**config.mk**
```make
export PLATFORM = sky130hd
export DESIGN_NAME = umi_merge_arbiter
export DESIGN_NICKNAME = d
export VERILOG_FILES = /design/src/rtl/umi_merge_arbiter_pkg.sv /design/src/rtl/umi_merge_arbiter_regslice.sv /design/src/rtl/umi_merge_arbiter.sv
export SDC_FILE = /design/constraint.sdc
export NUM_CORES = 1
export LEC_CHECK = 0
export BUFFER_PORTS_ARGS = -buffer_cell sky130_fd_sc_hd__buf_2
export CORE_AREA = 2 2 305 307
export CTS_CLUSTER_SIZE = 24
export DETAILED_ROUTE_END_ITERATION = 6
export DIE_AREA = 0 0 307 309
export HOLD_SLACK_MARGIN = 0.08
export PLACE_DENSITY = 0.41
export SLEW_MARGIN = 20
export SYNTH_ARGS = -nofsm -noshare
export SYNTH_HDL_FRONTEND = slang
export SYNTH_SLANG_ARGS = --single-unit
export TNS_END_PERCENT = 30
```
**constraint.sdc**
```tcl
create_clock -name clk -period 1.6 [get_ports clk]
set_clock_uncertainty 0.05 [all_clocks]
set_input_delay 0.16 -clock clk [delete_from_list [all_inputs] [get_ports clk]]
set_output_delay 0.16 -clock clk [all_outputs]
set_load 0.01 [all_outputs]
```
**src/rtl/umi_merge_arbiter_pkg.sv**
```systemverilog
// Shared UMI defaults for the merge arbiter slice.
// Latency: n/a (constants only).
// Backpressure: n/a.
// Contents: default address and packet widths used as parameter defaults.
package umi_merge_arbiter_pkg;

  localparam int UMI_AW = 64;
  localparam int UMI_UW = 256;

endpackage

```
**src/rtl/umi_merge_arbiter_regslice.sv**
```systemverilog
// One-entry valid/ready output register (forward-registered slice).
// Latency: 1 cycle from in transfer to out_valid.
// Backpressure: in_ready = nreset & (~out_valid | out_ready); a full, stalled entry blocks input.
// Ports: clk, nreset (sync, active-low); in_valid/in_packet/in_ready; out_valid/out_packet/out_ready.
module umi_merge_arbiter_regslice
  import umi_merge_arbiter_pkg::*;
#(
  parameter int UW = UMI_UW
) (
  input  logic          clk,
  input  logic          nreset,
  input  logic          in_valid,
  input  logic [UW-1:0] in_packet,
  output logic          in_ready,
  output logic          out_valid,
  output logic [UW-1:0] out_packet,
  input  logic          out_ready
);

  logic load;

  // The entry can take a new beat when empty or when it drains this cycle.
  assign load     = ~out_valid | out_ready;
  assign in_ready = nreset & load;

  always_ff @(posedge clk) begin
    if (!nreset) begin
      out_valid  <= 1'b0;
      out_packet <= '0;
    end else if (load) begin
      out_valid <= in_valid;
      // Packet holds when the entry empties so the bus does not toggle needlessly.
      if (in_valid) begin
        out_packet <= in_packet;
      end
    end
  end

endmodule

```
**src/rtl/umi_merge_arbiter.sv**
```systemverilog
// Two-input UMI merger: umi0 fixed priority, umi1 guaranteed a grant after STARVE umi0 wins.
// Latency: 1 cycle (registered output via regslice).
// Backpressure: input readies are zero whenever the output register is full and stalled.
// Ports: clk, nreset (sync, active-low); umi0_in_*, umi1_in_* (valid/packet/ready); umi_out_* (valid/packet/ready).
module umi_merge_arbiter
  import umi_merge_arbiter_pkg::*;
#(
  parameter int AW     = UMI_AW,
  parameter int UW     = UMI_UW,
  parameter int STARVE = 8
) (
  input  logic          clk,
  input  logic          nreset,
  input  logic          umi0_in_valid,
  input  logic [UW-1:0] umi0_in_packet,
  output logic          umi0_in_ready,
  input  logic          umi1_in_valid,
  input  logic [UW-1:0] umi1_in_packet,
  output logic          umi1_in_ready,
  output logic          umi_out_valid,
  output logic [UW-1:0] umi_out_packet,
  input  logic          umi_out_ready
);

  localparam int            CW      = $clog2(STARVE + 1);
  localparam logic [CW-1:0] CNT_MAX = CW'(STARVE);

  if (AW < 1 || STARVE < 1 || STARVE > 255) begin : g_bad_param
    $error("umi_merge_arbiter: AW must be >= 1 and STARVE in 1..255");
  end

  logic [CW-1:0] starve_cnt;
  logic          slice_ready;
  logic          grant0;
  logic          grant1;
  logic          force1;
  logic          xfer0;
  logic          xfer1;
  logic [UW-1:0] sel_packet;

  // FORCE state: umi1 has waited through STARVE umi0 grants.
  assign force1 = (starve_cnt == CNT_MAX);

  always_comb begin
    grant1     = umi1_in_valid & (force1 | ~umi0_in_valid);
    grant0     = umi0_in_valid & ~grant1;
    sel_packet = grant1 ? umi1_in_packet : umi0_in_packet;
  end

  // slice_ready already carries nreset & load.
  assign umi0_in_ready = slice_ready & grant0;
  assign umi1_in_ready = slice_ready & grant1;

  assign xfer0 = umi0_in_valid & umi0_in_ready;
  assign xfer1 = umi1_in_valid & umi1_in_ready;

  always_ff @(posedge clk) begin
    if (!nreset) begin
      starve_cnt <= '0;
    end else if (xfer1 || !umi1_in_valid) begin
      starve_cnt <= '0;
    end else if (xfer0 && !force1) begin
      starve_cnt <= starve_cnt + 1'b1;
    end
  end

  umi_merge_arbiter_regslice #(
    .UW (UW)
  ) u_regslice (
    .clk        (clk),
    .nreset     (nreset),
    .in_valid   (grant0 | grant1),
    .in_packet  (sel_packet),
    .in_ready   (slice_ready),
    .out_valid  (umi_out_valid),
    .out_packet (umi_out_packet),
    .out_ready  (umi_out_ready)
  );

endmodule

```
# Word-level counts from Yosys, hierarchy flattened
# Cells that the tools add are included.
[classes] add_sub_neg=1 n_eq_ne=1 muxes=1 bitwise=14 n_reduce_logical=6
[ops] cell="$mux 256" count=1
[ops] cell="$and 1x1->1" count=7
[ops] cell="$add 4x1->4 const B" count=1
[ops] cell="$eq 4x4->1 const B" count=1
[ops] cell="$not 1->1" count=4
[ops] cell="$or 1x1->1" count=3
[ops] cell="$logic_not 1->1" count=2
[ops] cell="$reduce_and 2->1" count=1
[ops] cell="$reduce_or 2->1" count=1
[ops] cell="$logic_and 1x1->1" count=1
[ops] cell="$logic_or 1x1->1" count=1
[word_totals] ff_bits=261 inputBits=517 output_inout_bits=259 elab_cells=26

# Longest topological paths before layout
[depth] depth_word=8 mapped_depth=8 ltp_nobuf=6

# Modules after synthesis
# From an unflattened synthesis, not the netlist that was laid out.
[hier_totals] hier_cells=1433 hier_area_um2=13673.1
[modules_own_cells] mod="umi_merge_arbiter_regslice" instances=1 cells_per_inst=1116 area_per_inst_um2=10213.5 seq_area_each_um2=5144.9
[modules_own_cells] mod="umi_merge_arbiter" instances=1 cells_per_inst=317 area_per_inst_um2=3459.6 seq_area_each_um2=80.1

# Worst setup path before layout
# No wires, ideal clock.
[synth_timing] path_type="register -> output" from="reg starve_cnt[0]" to="out umi0_in_ready" arrival_time_ps=1476 required_ps=1390 slack_ps=-86 stages_incl_launch_ff=8 path_buffers=2 path_cell_list="dfxtp_1 inv_1 ha_1 and2_1 a21oi_4 buf_4 buf_4 and3_1"
[synth_between] elab_chain_cells=6
[synth_lines] element="start, declared" line_no="umi_merge_arbiter.sv:32" text="logic [CW-1:0] starve_cnt;"
[synth_lines] element="start signal, assigned" line_no="umi_merge_arbiter.sv:63" text="starve_cnt <= starve_cnt + 1'b1;"
[synth_lines] element="$eq 4x4->1" line_no="umi_merge_arbiter.sv:42" text="assign force1 = (starve_cnt == CNT_MAX);"
[synth_lines] element="$or 1x1->1" line_no="umi_merge_arbiter.sv:45" text="grant1 = umi1_in_valid & (force1 | ~umi0_in_valid);"
[synth_lines] element="$and 1x1->1" line_no="umi_merge_arbiter.sv:45"
[synth_lines] element="$not 1->1" line_no="umi_merge_arbiter.sv:46" text="grant0 = umi0_in_valid & ~grant1;"
[synth_lines] element="$and 1x1->1" line_no="umi_merge_arbiter.sv:46"
[synth_lines] element="$and 1x1->1" line_no="umi_merge_arbiter.sv:51" text="assign umi0_in_ready = slice_ready & grant0;"
[synth_lines] element="end, declared" line_no="umi_merge_arbiter.sv:16" text="output logic umi0_in_ready,"
# Every way passes these cells.

# Final worst setup path
# Ends and elaborated chain as after synthesis.

==> results.toml <==
[setup_path]
r2r-start = "starve_cnt[0]$_SDFFE_PP0P_"
path_max_fanout = 3
cp-start-kind = "register"
end_kind = "output pin"
startpoint = "starve_cnt[0]$_SDFFE_PP0P_"
critPathArrivalTime_ns = 1.75
critPathKind = "reg -> out"
critPathRequiredTime_ns = 1.39

[synth]
netlist.area_leader.share_pct = 47.9
yosysSeqAreaShare_pct = 47.9
synthCells = 1463
ys_warn_count = 0
synth.avg_cell_area_um2 = 7.46
syn_nets = 1982
synth_top_area_cell = "dfxtp_1"
ys_ff_latch = 261
synth_area_um2 = 10900
synth_cell_type_count = 30
synth_area_leaders = "dfxtp_1 48%, nand2_1 18%, a31oi_1 15%"

[power]
fin_total_pwr_mw = 20.4
ir_drop_v = 0.000559
p_leak_nw = 11.1
p_per_area_nw_per_um2 = 841

[sta]
clock.fmax_mhz = 511
tightest_slew_ns = 0.869
hold_violations = 1
setup_ws_ns = -0.356
finalSetupViolations = 257
period_share_pct = 122
period_needed_ns = 1.96
finalMaxSlewViolations = 0
maxSlewHeadroom_pct = 41.9
hold_ws_ns = -0.0109
rsz0062_at_grt = "true"

[final_layout]
final_util_pct = 26.5
multiInputGateArea_um2 = 5380
area.growth.synth_to_final_pct = 122
layout.nets = 3301
mostFrequentLayoutCell = "buf_2"
layout_common_cells = "773 x buf_2, 518 x dlygate4sd3_1, 449 x nand2_1"
fill_cells = 9890
final_cells = 3996
drive_gt1_share_pct = 37.1
seqCellArea_um2 = 5230

[clock_network]
cts_buffer_depth = 3
clkSlewWorstSetupHoldPaths_ns = 0.06
clkLatencyLatePin_ns = 0.53
cts_buffers = 35
cts_sinks = 261
cts_hold_buf = 518
clock-root-buffer = "clkbuf_16"
cts_tree = "done"
h-tree-depth = 2

[placed_design]
portBuffers = 775
place_ws_ns = -0.204
dp.final_hpwl_mm = 45.2
gp_congestion = 0.849
post-place-cells = 3377

[global_routing]
grt_first_pass_wirelength_mm = 93.7
gr-total-overflow = 0
grt_usage_pct = 12.7
grt_max_degree = 87
grt_pass1_vias = 16100
antenna_found_initial = 8

[detailed_routing]
routed_via_density = 4.02
wl_per_cell_um = 16.7
drc_errors = 0
firstDrtPassIters = 5
num_vias = 16000
drt_iter0_drc = 1020
detail-route-antenna-nets = 0
wl_mm = 66.9

[die]
rows = 111
die-area_um2 = 94900
fp.dieH_um = 309
coreArea_um2 = 91400
io_pins = 776
die_w_um = 307
start_util_pct = 11.9

[hold_path]
min_path_type = "in -> reg"
hold_start = "nreset"

[status]
status = "finished with violations"
failed_checks = "negative hold slack, negative setup slack"

[flow_run]
cap_violations = 0
[worst paths after layout]
| path | depth (start not counted) | slack, ns | endpoint |
|---|---|---|---|
| setup / recovery | 7 | -0.36 | umi0_in_ready |
| hold / removal | 4 | -0.01 | starve_cnt[3]$_SDFFE_PP0P_ |
| setup reg to reg | 11 | -0.33 | u_regslice.out_packet[116]$_SDFFE_PN0P_ |
| hold reg to reg | 2 | 0.46 | u_regslice.out_packet[92]$_SDFFE_PN0P_ |
[routing by layer]
layer / vias to the layer above / share of wire, % / global-route usage, % / routed length (um)
met5: - / 0.040 / 0 / 27
li1: 7774 / - / - / -
met2: 676 / 48 / 21.8 / 32000
met1: 7441 / 41 / 15.1 / 27700
met4: 4 / 4.2 / 5.52 / 2800
met3: 152 / 6.5 / 3.10 / 4380
[state kept, by name, indices dropped and copies added, names as in the netlist]
register               flops
starve_cnt                 4
u_regslice.out_packet    256
u_regslice.out_valid       1
[cell type report]
class / instances / area share, %
timing repair buffer: 1424 / 45.5
multi-input combinational: 1058 / 22.2
sequential: 261 / 21.6
tap: 1186 / 6.12
clock buffer: 54 / 4.37
clock inverter: 5 / 0.139
antenna: 6 / 0.0619
inverter: 2 / 0.0310
[critical path, cell delays in order (launching register included)]
cell and delay [ns]:
dfxtp_2 0.33, inv_2 0.05, ha_4 0.15, and2_4 0.14, a21oi_4 0.15, buf_12 0.12, and3_4 0.18, buf_6 0.10
[through the flow]
stage               instance area, um^2  TNS (ns)
floorplan                         10900         0
global placement                  16700    -30.13
finish                            24200    -55.99
detailed placement                16700    -32.46
global route                      24200    -77.62
CTS                               23600    -61.14
[report_power, final]
group          internal (mW)  leakage [nW]  total (mW)  switching (mW)
logic                   2.67          8.44        5.14            2.47
registers               7.12          2.17        7.47           0.345
clock network           4.54         0.530        7.78            3.24
total                   14.3          11.1        20.4            6.06
[cells by family after synthesis]
family,Yosys count,share of synthesized area [%]
and+or+nand+nor,534,18.8
AOI/OAI and AO/OA,522,27.1
DFF,261,47.9
buffers and inverters,144,6.00
adders and majority gates,2,0.229
[synthesized netlist by cell type (all sizes together)]
library cell	n
or4	1
nor2	2
and2b	1
a31oi	256
a2bb2oi	1
clkbuf	78
dfxtp	261
a21oi	5
and2	2
buf	64
a21o	1
and3b	1
o21a	1
and3	1
a21boi	1
nand2b	2
nand2	517
nor2b	3
nand3	3
o21ai	257
nand4b	1
ha	2
inv	2
[timing repair]
item	in CTS	in global routing
buffers inserted	17	3
resized for setup	53	107
gates cloned	9	11
hold endpoints to repair	261	1
setup endpoints to repair	257	259
pin swaps	21	89
Note: power is estimated with default switching activity, not from simulation.
